[config.mk]
export PLATFORM = sky130hd
export DESIGN_NAME = spi_word_controller_flat
export DESIGN_NICKNAME = d
export VERILOG_FILES = /design/src/rtl/spi_word_controller_if.sv /design/src/rtl/spi_word_controller.sv /design/src/flat_wrapper.sv
export SDC_FILE = /design/constraint.sdc
export NUM_CORES = 1
export LEC_CHECK = 0
export CELL_PAD_IN_SITES_DETAIL_PLACEMENT = 0
export CELL_PAD_IN_SITES_GLOBAL_PLACEMENT = 1
export CORE_MARGIN = 2
export CORE_UTILIZATION = 30
export CTS_CLUSTER_DIAMETER = 80
export DETAILED_ROUTE_END_ITERATION = 10
export PLACE_DENSITY = 0.73
export SYNTH_ARGS = -nofsm -noshare
export SYNTH_HDL_FRONTEND = slang
export SYNTH_SLANG_ARGS = --single-unit
[constraint.sdc]
create_clock -name clk -period 3.2 [get_ports clk]
set_clock_uncertainty 0.1 [all_clocks]
set_input_delay 0.64 -clock clk [delete_from_list [all_inputs] [get_ports clk]]
set_output_delay 0.64 -clock clk [all_outputs]
set_load 0.01 [all_outputs]
[src/rtl/spi_word_controller_if.sv]
`default_nettype none
// ============================================================================
//  Module   : spi_word_controller_if
//  Purpose  : Host-side request/response bundle for the 64-bit SPI word
//             controller. The requester uses the master view; the
//             controller uses the slave view.
//  Revision : 1.0 - initial release
// ============================================================================
interface spi_word_controller_if;
  logic        start;
  logic [63:0] tx_word;
  logic        busy;
  logic        done;
  logic [63:0] rx_word;

  modport master (
    output start,
    output tx_word,
    input  busy,
    input  done,
    input  rx_word
  );

  modport slave (
    input  start,
    input  tx_word,
    output busy,
    output done,
    output rx_word
  );
endinterface
`default_nettype wire

[src/rtl/spi_word_controller.sv]
`default_nettype none
// ============================================================================
//  Module   : spi_word_controller
//  Purpose  : SPI Mode 0 initiator moving one 64-bit word per transfer.
//             Bytes go least-significant first, bits MSB first in each byte;
//             the received word is assembled in the same order.
//  Revision : 1.0 - initial release
// ============================================================================
module spi_word_controller #(
  parameter int CLK_DIV = 4,  // SCK half-period in clk cycles (2..65535)
  parameter int CS_GAP  = 4   // minimum CS-high cycles between transfers
) (
  input  wire logic             clk,
  input  wire logic             reset,
  spi_word_controller_if.slave  host,
  output logic                  SCK,
  output logic                  CS,
  output logic                  COPI,
  input  wire logic             CIPO
);

  localparam logic [15:0] C_DIV_LAST = 16'(CLK_DIV - 1);
  localparam logic [15:0] C_GAP_LAST = 16'(CS_GAP - 1);

  typedef enum logic [2:0] {
    IDLE     = 3'd0,
    SETUP    = 3'd1,
    SCK_HIGH = 3'd2,
    SCK_LOW  = 3'd3,
    HOLD     = 3'd4,
    GAP      = 3'd5
  } state_t;

  state_t      state_q, state_d;
  logic [15:0] cnt_q, cnt_d;
  logic [5:0]  bit_q, bit_d;
  logic        hold_ph_q, hold_ph_d;
  logic [63:0] tx_q, tx_d;
  logic [63:0] rx_sh_q, rx_sh_d;
  logic [63:0] rx_word_q, rx_word_d;
  logic        cs_q, cs_d;
  logic        sck_q, sck_d;
  logic        copi_q, copi_d;
  logic        busy_q, busy_d;
  logic        done_q, done_d;

  logic        w_div_end;
  logic [5:0]  w_bit_next;

  // Serial position k maps to word bit {k[5:3], 7-k[2:0]}: byte k/8, MSB first.
  function automatic logic [5:0] word_idx(input logic [5:0] k);
    return {k[5:3], ~k[2:0]};
  endfunction

  assign w_div_end  = (cnt_q == C_DIV_LAST);
  assign w_bit_next = bit_q + 6'd1;

  // Next-state and output computation for the transfer sequencer.
  always_comb begin
    state_d   = state_q;
    cnt_d     = cnt_q;
    bit_d     = bit_q;
    hold_ph_d = hold_ph_q;
    tx_d      = tx_q;
    rx_sh_d   = rx_sh_q;
    rx_word_d = rx_word_q;
    cs_d      = cs_q;
    sck_d     = sck_q;
    copi_d    = copi_q;
    busy_d    = busy_q;
    done_d    = 1'b0;

    case (state_q)
      IDLE: begin
        if (host.start) begin
          tx_d    = host.tx_word;
          cs_d    = 1'b0;
          copi_d  = host.tx_word[7];  // serial bit 0
          busy_d  = 1'b1;
          cnt_d   = 16'd0;
          bit_d   = 6'd0;
          state_d = SETUP;
        end
      end

      SETUP: begin
        if (w_div_end) begin
          cnt_d   = 16'd0;
          sck_d   = 1'b1;
          rx_sh_d[word_idx(bit_q)] = CIPO;
          state_d = SCK_HIGH;
        end else begin
          cnt_d = cnt_q + 16'd1;
        end
      end

      SCK_HIGH: begin
        if (w_div_end) begin
          cnt_d = 16'd0;
          sck_d = 1'b0;
          if (bit_q != 6'd63) begin
            copi_d  = tx_q[word_idx(w_bit_next)];
            state_d = SCK_LOW;
          end else begin
            bit_d     = w_bit_next;  // wraps 63 -> 0
            hold_ph_d = 1'b0;
            state_d   = HOLD;
          end
        end else begin
          cnt_d = cnt_q + 16'd1;
        end
      end

      SCK_LOW: begin
        if (w_div_end) begin
          cnt_d   = 16'd0;
          sck_d   = 1'b1;
          bit_d   = w_bit_next;
          rx_sh_d[word_idx(w_bit_next)] = CIPO;
          state_d = SCK_HIGH;
        end else begin
          cnt_d = cnt_q + 16'd1;
        end
      end

      // HOLD spans the trailing SCK-low half period and then the CS hold
      // half period, so CS stays low for 130 half periods in total.
      HOLD: begin
        if (w_div_end) begin
          cnt_d = 16'd0;
          if (!hold_ph_q) begin
            hold_ph_d = 1'b1;
          end else begin
            hold_ph_d = 1'b0;
            cs_d      = 1'b1;
            copi_d    = 1'b0;
            rx_word_d = rx_sh_q;
            done_d    = 1'b1;
            state_d   = GAP;
          end
        end else begin
          cnt_d = cnt_q + 16'd1;
        end
      end

      GAP: begin
        if (cnt_q == C_GAP_LAST) begin
          cnt_d   = 16'd0;
          busy_d  = 1'b0;
          state_d = IDLE;
        end else begin
          cnt_d = cnt_q + 16'd1;
        end
      end

      default: begin
        state_d = IDLE;
      end
    endcase
  end

  // State and registered outputs; reset aborts any transfer at once.
  always_ff @(posedge clk) begin
    if (reset) begin
      state_q   <= IDLE;
      cnt_q     <= 16'd0;
      bit_q     <= 6'd0;
      hold_ph_q <= 1'b0;
      tx_q      <= 64'd0;
      rx_sh_q   <= 64'd0;
      rx_word_q <= 64'd0;
      cs_q      <= 1'b1;
      sck_q     <= 1'b0;
      copi_q    <= 1'b0;
      busy_q    <= 1'b0;
      done_q    <= 1'b0;
    end else begin
      state_q   <= state_d;
      cnt_q     <= cnt_d;
      bit_q     <= bit_d;
      hold_ph_q <= hold_ph_d;
      tx_q      <= tx_d;
      rx_sh_q   <= rx_sh_d;
      rx_word_q <= rx_word_d;
      cs_q      <= cs_d;
      sck_q     <= sck_d;
      copi_q    <= copi_d;
      busy_q    <= busy_d;
      done_q    <= done_d;
    end
  end

  assign SCK          = sck_q;
  assign CS           = cs_q;
  assign COPI         = copi_q;
  assign host.busy    = busy_q;
  assign host.done    = done_q;
  assign host.rx_word = rx_word_q;

endmodule
`default_nettype wire
[src/flat_wrapper.sv]
// flat-port wrapper written by rule: the top's interface ports become plain ports
module spi_word_controller_flat 
#(
  parameter int CLK_DIV = 4,                                             
  parameter int CS_GAP  = 4                                              
)
  (clk, reset, SCK, CS, COPI, CIPO, host_start, host_tx_word, host_busy, host_done, host_rx_word);
  spi_word_controller_if host_i ();
  input  wire logic clk;
  input  wire logic reset;
  output logic SCK;
  output logic CS;
  output logic COPI;
  input  wire logic CIPO;
  input wire logic [$bits(host_i.start)-1:0] host_start;
  input wire logic [$bits(host_i.tx_word)-1:0] host_tx_word;
  output wire logic [$bits(host_i.busy)-1:0] host_busy;
  output wire logic [$bits(host_i.done)-1:0] host_done;
  output wire logic [$bits(host_i.rx_word)-1:0] host_rx_word;
  assign host_i.start = host_start;
  assign host_i.tx_word = host_tx_word;
  assign host_busy = host_i.busy;
  assign host_done = host_i.done;
  assign host_rx_word = host_i.rx_word;
  spi_word_controller #(.CLK_DIV(CLK_DIV), .CS_GAP(CS_GAP)) u_core (.clk(clk), .reset(reset), .host(host_i), .SCK(SCK), .CS(CS), .COPI(COPI), .CIPO(CIPO));
endmodule
==> results.json, run 1 <==
{
  "portBuffers": 136,
  "syn_to_final_growth_pct": 25.4,
  "synth_edf_count": 0,
  "cts_sinks": 223,
  "cpPeakStageDelay_ps": 630,
  "hold_viol": 0,
  "cts_resized": 0,
  "synth_nets": 1477,
  "layout-drive-gt1-share": 0.0931,
  "synthFlopType": "dfxtp_1",
  "clk_latency_ps": 530,
  "r2r_start": "u_core.cnt_q[0]$_SDFFE_PP0P_",
  "cts_buffer_depth": 3,
  "drt_iter0_drc": 962,
  "final_area_um2": 13400,
  "grt_setup_unrepaired": "false",
  "min_path_cells": 2,
  "fillers": 3769,
  "grt_use_total": 0.188,
  "critical_path_peak_fanout": 28,
  "io_pins": 137,
  "gp_congestion": 0.891,
  "ir_drop_uv": 331,
  "vias_per_cell": 5.32,
  "synthCells": 1407,
  "grt_busiest_layer": "met2",
  "yosysUniqueCellTypes": 65,
  "grt_util_met2": 0.300,
  "arrival_ps": 3250,
  "maxCapViolCount": 0,
  "wl_per_cell_um": 18.0,
  "use_met3": 0.0277,
  "die_y_um": 193,
  "dpl_worst_slack_ps": 338,
  "firstDrtPassIters": 5,
  "period_minus_slack_ps": 2900,
  "hold_class": "reg2reg",
  "critPathSlowestCell": "nor3b_4",
  "async_flop_share": 0,
  "routed_wl_mm": 35.6,
  "leakage_uw": 0.00445,
  "setup_tns_ps": 0,
  "die-area_um2": 37300,
  "multi_input_area_um2": 5740,
  "setup_viol": 0,
  "min-delay-start": "u_core.rx_sh_q[48]$_SDFFE_PP0P_",
  "antenna_cells": 0,
  "start_util": 0.303,
  "worstSetupPathType": "reg2reg",
  "met1_usage": 0.264,
  "cp.required_ps": 3550,
  "vias": 10500,
  "crit_buf_inv": 1,
  "die_w_um": 193,
  "ys_seq_elements": 223,
  "crit_path_end_kind": "flip-flop",
  "root_buffer": "clkbuf_16",
  "cts_tree": "done",
  "startpoint_type": "flip-flop",
  "clk_pin_slew_worst_paths_ps": 60,
  "crit_chain": "ha_1, nor4b_2, nand4_2, nor3b_4, and3_1, buf_4, nor3_1, o22ai_1",
  "reg2reg_depth": 8,
  "ys_seq_area_frac": 0.416,
  "rows": 69,
  "cts_max_level": 1,
  "fin_crit_sh": 0.905,
  "drc": 0,
  "power_density_nw_per_um2": 469,
  "grt_pass1_wl_mm": 55.8,
  "setup_ws_ps": 304,
  "max-slew-margin-rel": 0.410,
  "critical_path.top_delay_family": "simple AND/OR/NAND/NOR gates",
  "tightest_slew_ps": 880,
  "r2r_end": "u_core.rx_sh_q[28]$_SDFFE_PP0P_",
  "core_area_um2": 35400,
  "syn_avg_cell_area_um2": 7.62,
  "synth.cell_area_um2": 10700,
  "outcome": "finished, final reports clean",
  "grt_pass1_vias": 9966,
  "placed_cell_area_um2": 12600,
  "fmax_mhz": 345,
  "hold_buffers": 0,
  "grt_max_degree": 101,
  "seq_area_um2": 4460,
  "ff2ff_setup_slack_ps": 300,
  "slew_viol_final": 0,
  "numCtsBuffers": 27,
  "num-nets-final": 1567,
  "dpl.hpwl_mm": 24.4,
  "antenna_left": 0,
  "ys_warn_count": 0,
  "antenna_found_initial": 0,
  "hold_end": "u_core.host.rx_word[48]$_SDFFE_PP0P_",
  "overflow": 0,
  "post-cts-setup-buffer-count": 0
}
[layer usage]
| layer | up-vias | part of all wire |
|---|---|---|
| met1 | 4923 | 0.46 |
| met2 | 361 | 0.46 |
| met5 | - | 0 |
| li1 | 5165 | - |
| met4 | 0 | 0.021 |
| met3 | 54 | 0.066 |
[where the power goes]
part           internal (µW)  switching (µW)  total (µW)
sequential              2840            38.9        2880
clock                   1880            1210        3100
combinational            149             187         337
[registers in the layout (all words and copies together) (netlist names)]
name                 flops
u_core.state_q           3
u_core.host.done         1
u_core.rx_sh_q          64
u_core.tx_q             64
u_core.host.busy         1
u_core.cnt_q            16
u_core.bit_q             6
u_core.hold_ph_q         1
u_core.COPI              1
u_core.SCK               1
u_core.host.rx_word     64
u_core.CS                1
[synth_stat cells (7+ instances only)]
master	n	area [µm²]
nand4_1	9	56.3
buf_2	25	125
o21ai_0	37	185
o22ai_1	43	269
nand3_1	44	220
nand2b_1	17	106
inv_1	8	30.0
a32oi_1	28	245
nor2_1	72	270
a221oi_1	8	70.1
mux2i_1	32	320
mux2_2	10	113
a21bo_2	16	160
clkbuf_1	78	293
a21oi_1	226	1130
nand2_1	324	1220
buf_1	11	41.3
or2_2	10	62.6
nand3b_1	7	52.6
or3_1	14	87.6
nor3_1	70	350
dfxtp_1	223	4460
[cells in the final DEF (no fill, tap or decap), types with 5 or more instances in the layout]
master / n
nand2_1: 323
a21oi_1: 226
dfxtp_1: 223
clkdlybuf4s50_1: 135
nor2_1: 72
nor3_1: 70
nand3_1: 44
o22ai_1: 43
buf_4: 40
o21ai_0: 37
mux2i_1: 32
a32oi_1: 28
clkbuf_16: 27
nand2b_1: 17
a21bo_2: 16
or3_1: 13
or2_2: 10
mux2_2: 10
nand4_1: 9
inv_1: 8
a221oi_1: 8
clkbuf_8: 8
nand3b_1: 7
and3_1: 5
xor2_1: 5
a211oi_1: 5
nand4b_1: 5
[tightest hold or removal path: stages, from the launching register on]
cell and delay, ps:
dfxtp_1 300, nand2_1 50, a21oi_1 50
[through the flow]
| step | cells | utilization | hold slack, ps | total power [µW] |
|---|---|---|---|---|
| finish | 1975 | 0.380 | 350 | 6310 |
| global route | 1975 | 0.380 | 371 | 6530 |
| CTS | 1975 | 0.380 | 348 | 6370 |
| detailed placement | 1929 | 0.355 | 339 | 3280 |
| global placement | 1929 | 0.355 | 337 | 3270 |
| floorplan | 1407 | - | 326 | 3110 |
[logic make-up after synthesis]
family / Yosys count / share of synthesized area
buffers and inverters: 128 / 0.0498
flip-flops: 223 / 0.416
XOR/XNOR: 9 / 0.00875
AO/OA/AOI/OAI: 395 / 0.221
multiplexers: 44 / 0.0446
adder cells (fa/ha/maj): 2 / 0.00233
AND/OR/NAND/NOR: 606 / 0.257
[worst max-delay path by stage]
stage,start,endpoint,cells after the start
6_report,u_core.cnt_q[0]$_SDFFE_PP0P_,u_core.rx_sh_q[28]$_SDFFE_PP0P_,8
5_1_grt,u_core.cnt_q[0]$_SDFFE_PP0P_,u_core.rx_sh_q[28]$_SDFFE_PP0P_,8
4_1_cts,u_core.cnt_q[0]$_SDFFE_PP0P_,u_core.rx_sh_q[28]$_SDFFE_PP0P_,8
3_5_place_dp,u_core.cnt_q[0]$_SDFFE_PP0P_,u_core.rx_sh_q[28]$_SDFFE_PP0P_,8
3_3_place_gp,u_core.cnt_q[0]$_SDFFE_PP0P_,u_core.rx_sh_q[28]$_SDFFE_PP0P_,8
2_1_floorplan,u_core.bit_q[0]$_SDFFE_PP0P_,u_core.COPI$_SDFFE_PP0P_,9
[area by class of cell]
| type | count | share of cell area |
|---|---|---|
| Sequential cell | 223 | 0.332 |
| Timing Repair Buffer | 180 | 0.130 |
| Clock buffer | 38 | 0.0593 |
| Inverter | 9 | 0.00251 |
| Multi-Input combinational cell | 1056 | 0.426 |
| Tap cell | 461 | 0.0429 |
| Clock inverter | 8 | 0.00735 |
Power figures use the tool's default switching activity.
==> inputs of run 2 (changes only) <==
--- a/config.mk
+++ b/config.mk
@@ -12,6 +12,7 @@
 export CTS_CLUSTER_DIAMETER = 80
 export DETAILED_ROUTE_END_ITERATION = 10
 export PLACE_DENSITY = 0.73
+export SLEW_MARGIN = 20
 export SYNTH_ARGS = -nofsm -noshare
 export SYNTH_HDL_FRONTEND = slang
 export SYNTH_SLANG_ARGS = --single-unit
==> constraint.sdc (replaced) <==
create_clock -name clk -period 3.2 [get_ports clk]
set_clock_uncertainty 0.1 [all_clocks]
set_input_delay 0.48 -clock clk [delete_from_list [all_inputs] [get_ports clk]]
set_output_delay 0.48 -clock clk [all_outputs]
set_load 0.01 [all_outputs]
==> results.json, run 2 (same netlist as run 1, synthesis figures left out) <==
{
  "outcome": "finished, final reports clean",
  "cp.required_ps": 3570,
  "reg2reg_depth": 8,
  "vias_per_cell": 5.32,
  "slew_viol_final": 0,
  "routed_wl_mm": 35.4,
  "layout_common_cells": "nand2_1, a21oi_1, dfxtp_1",
  "hold_viol": 0,
  "syn_to_final_growth_pct": 25.5,
  "hold_slack_ps": 320,
  "final_area_um2": 13500,
  "layout_commonest_cell": "nand2_1",
  "cts_tree": "done",
  "critical_path_peak_fanout": 13,
  "firstDrtPassIters": 5,
  "num-nets-final": 1565,
  "grt_max_degree": 129,
  "post-cts-setup-buffer-count": 0,
  "p_clk_frac": 0.492,
  "placed_cell_area_um2": 12500,
  "arrival_ps": 3150,
  "grt_setup_unrepaired": "false",
  "cts_sinks": 223,
  "die_w_um": 193,
  "clk_pin_slew_worst_paths_ps": 60,
  "hold_class": "in2reg",
  "fin_crit_sh": 0.870,
  "multi_input_area_um2": 5740,
  "antenna_left": 0,
  "min_path_cells": 2,
  "hold_buffers": 0,
  "cpPeakStageDelay_ps": 530,
  "period_minus_slack_ps": 2780,
  "drc": 0,
  "leakage_uw": 0.00444,
  "setup_tns_ps": 0,
  "ff2ff_setup_slack_ps": 420,
  "power_density_nw_per_um2": 472,
  "crit_path_end_kind": "flip-flop",
  "pwr-share-seq": 0.454,
  "ir_drop_uv": 344,
  "grt_pass1_wl_mm": 55.7,
  "numCtsBuffers": 27,
  "max-slew-margin-rel": 0.450,
  "vias": 10500,
  "wl_per_cell_um": 17.9,
  "fillers": 3760,
  "antenna_found_initial": 0,
  "die-area_um2": 37300,
  "fmax_mhz": 359,
  "grt_pass1_vias": 9900,
  "drt_iter0_drc": 888,
  "r2r_end": "u_core.bit_q[1]$_SDFFE_PP0P_",
  "internal_power_uw": 4900,
  "startpoint_type": "flip-flop",
  "cts_buffer_depth": 3,
  "clk_latency_ps": 540,
  "hold_end": "u_core.state_q[2]$_SDFFE_PP0P_",
  "worstSetupPathType": "reg2reg",
  "combPwrFrac": 0.053,
  "rows": 69,
  "dpl.hpwl_mm": 24.7,
  "crit_chain": "ha_1, buf_4, nand4_1, nor2_1, o211ai_1, a21o_1, or3_1, a21oi_1",
  "portBuffers": 136,
  "antenna_cells": 0,
  "final_core_util": 0.380,
  "setup_viol": 0,
  "tightest_slew_ps": 824,
  "r2r_start": "u_core.bit_q[1]$_SDFFE_PP0P_",
  "power.switching_uw": 1450,
  "layout-drive-gt1-share": 0.0924,
  "core_area_um2": 35400,
  "io_pins": 137,
  "die_y_um": 193,
  "maxCapViolCount": 0,
  "start_util": 0.303,
  "grt_use_total": 0.187,
  "seq_area_um2": 4460,
  "fin_total_pwr_uw": 6350,
  "cts_resized": 0,
  "overflow": 0,
  "min-delay-start": "reset",
  "gp_congestion": 0.914,
  "root_buffer": "clkbuf_16",
  "sw_frac_of_total": 0.228,
  "cts_max_level": 1,
  "critPathSlowestCell": "dfxtp_1"
}
run 2: changes by cell type in the layout (fill, tap and decap cells not counted), sizes merged:
| cell | before | now |
|---|---|---|
| inv | 9 | 11 |
| clkinvlp | 1 | 2 |
| bufinv | 2 | 3 |
| buf | 45 | 43 |
| clkbuf | 38 | 37 |
run 2: metal layers:
metal | track usage | vias up | share of wire
met2 | 0.294 | 367 | 0.45
met5 | 0 | - | 0
met3 | 0.0349 | 76 | 0.065
met1 | 0.256 | 4908 | 0.45
li1 | - | 5165 | -
met4 | 0.0624 | 0 | 0.033
run 2: how the worst max path moves through the flow:
stage | to | cells past startpoint | startpoint
6_report | u_core.bit_q[1]$_SDFFE_PP0P_ | 8 | u_core.bit_q[1]$_SDFFE_PP0P_
5_1_grt | u_core.bit_q[1]$_SDFFE_PP0P_ | 8 | u_core.bit_q[1]$_SDFFE_PP0P_
4_1_cts | u_core.bit_q[1]$_SDFFE_PP0P_ | 8 | u_core.bit_q[1]$_SDFFE_PP0P_
3_5_place_dp | u_core.bit_q[1]$_SDFFE_PP0P_ | 8 | u_core.bit_q[1]$_SDFFE_PP0P_
3_3_place_gp | u_core.rx_sh_q[49]$_SDFFE_PP0P_ | 6 | u_core.bit_q[5]$_SDFFE_PP0P_
2_1_floorplan | u_core.COPI$_SDFFE_PP0P_ | 9 | u_core.bit_q[0]$_SDFFE_PP0P_
run 2: power groups by stage:
| stage | Sequential [µW] | Clock (µW) | Combinational, µW |
|---|---|---|---|
| 6_report | 2890 | 3130 | 340 |
| 5_1_grt | 2890 | 3310 | 377 |
| 4_1_cts | 2890 | 3210 | 341 |
| 3_5_place_dp | 2950 | 0 | 341 |
| 3_3_place_gp | 2950 | 0 | 338 |
| 2_1_floorplan | 2930 | 0 | 185 |
run 2: through the flow:
step / worst slack [ps] / cells
finish: 416 / 1976
global route: 225 / 1976
CTS: 466 / 1976
detailed placement: 475 / 1927
global placement: 522 / 1927
floorplan: 835 / 1407
run 2: area by class of cell:
| cell class | instances | area share |
|---|---|---|
| multi-input combinational | 1056 | 0.426 |
| timing repair buffer | 178 | 0.128 |
| inverter | 9 | 0.00251 |
| sequential | 223 | 0.332 |
| tap | 461 | 0.0429 |
| clock buffer | 37 | 0.0567 |
| clock inverter | 12 | 0.0113 |
run 2: worst max-delay path: cells and delay by family, from the launching register on:
family	cells	cell delay, ps
compound gates	3	560
simple gates	3	930
flops	1	530
buf+inv	1	240
fa+ha+maj	1	350
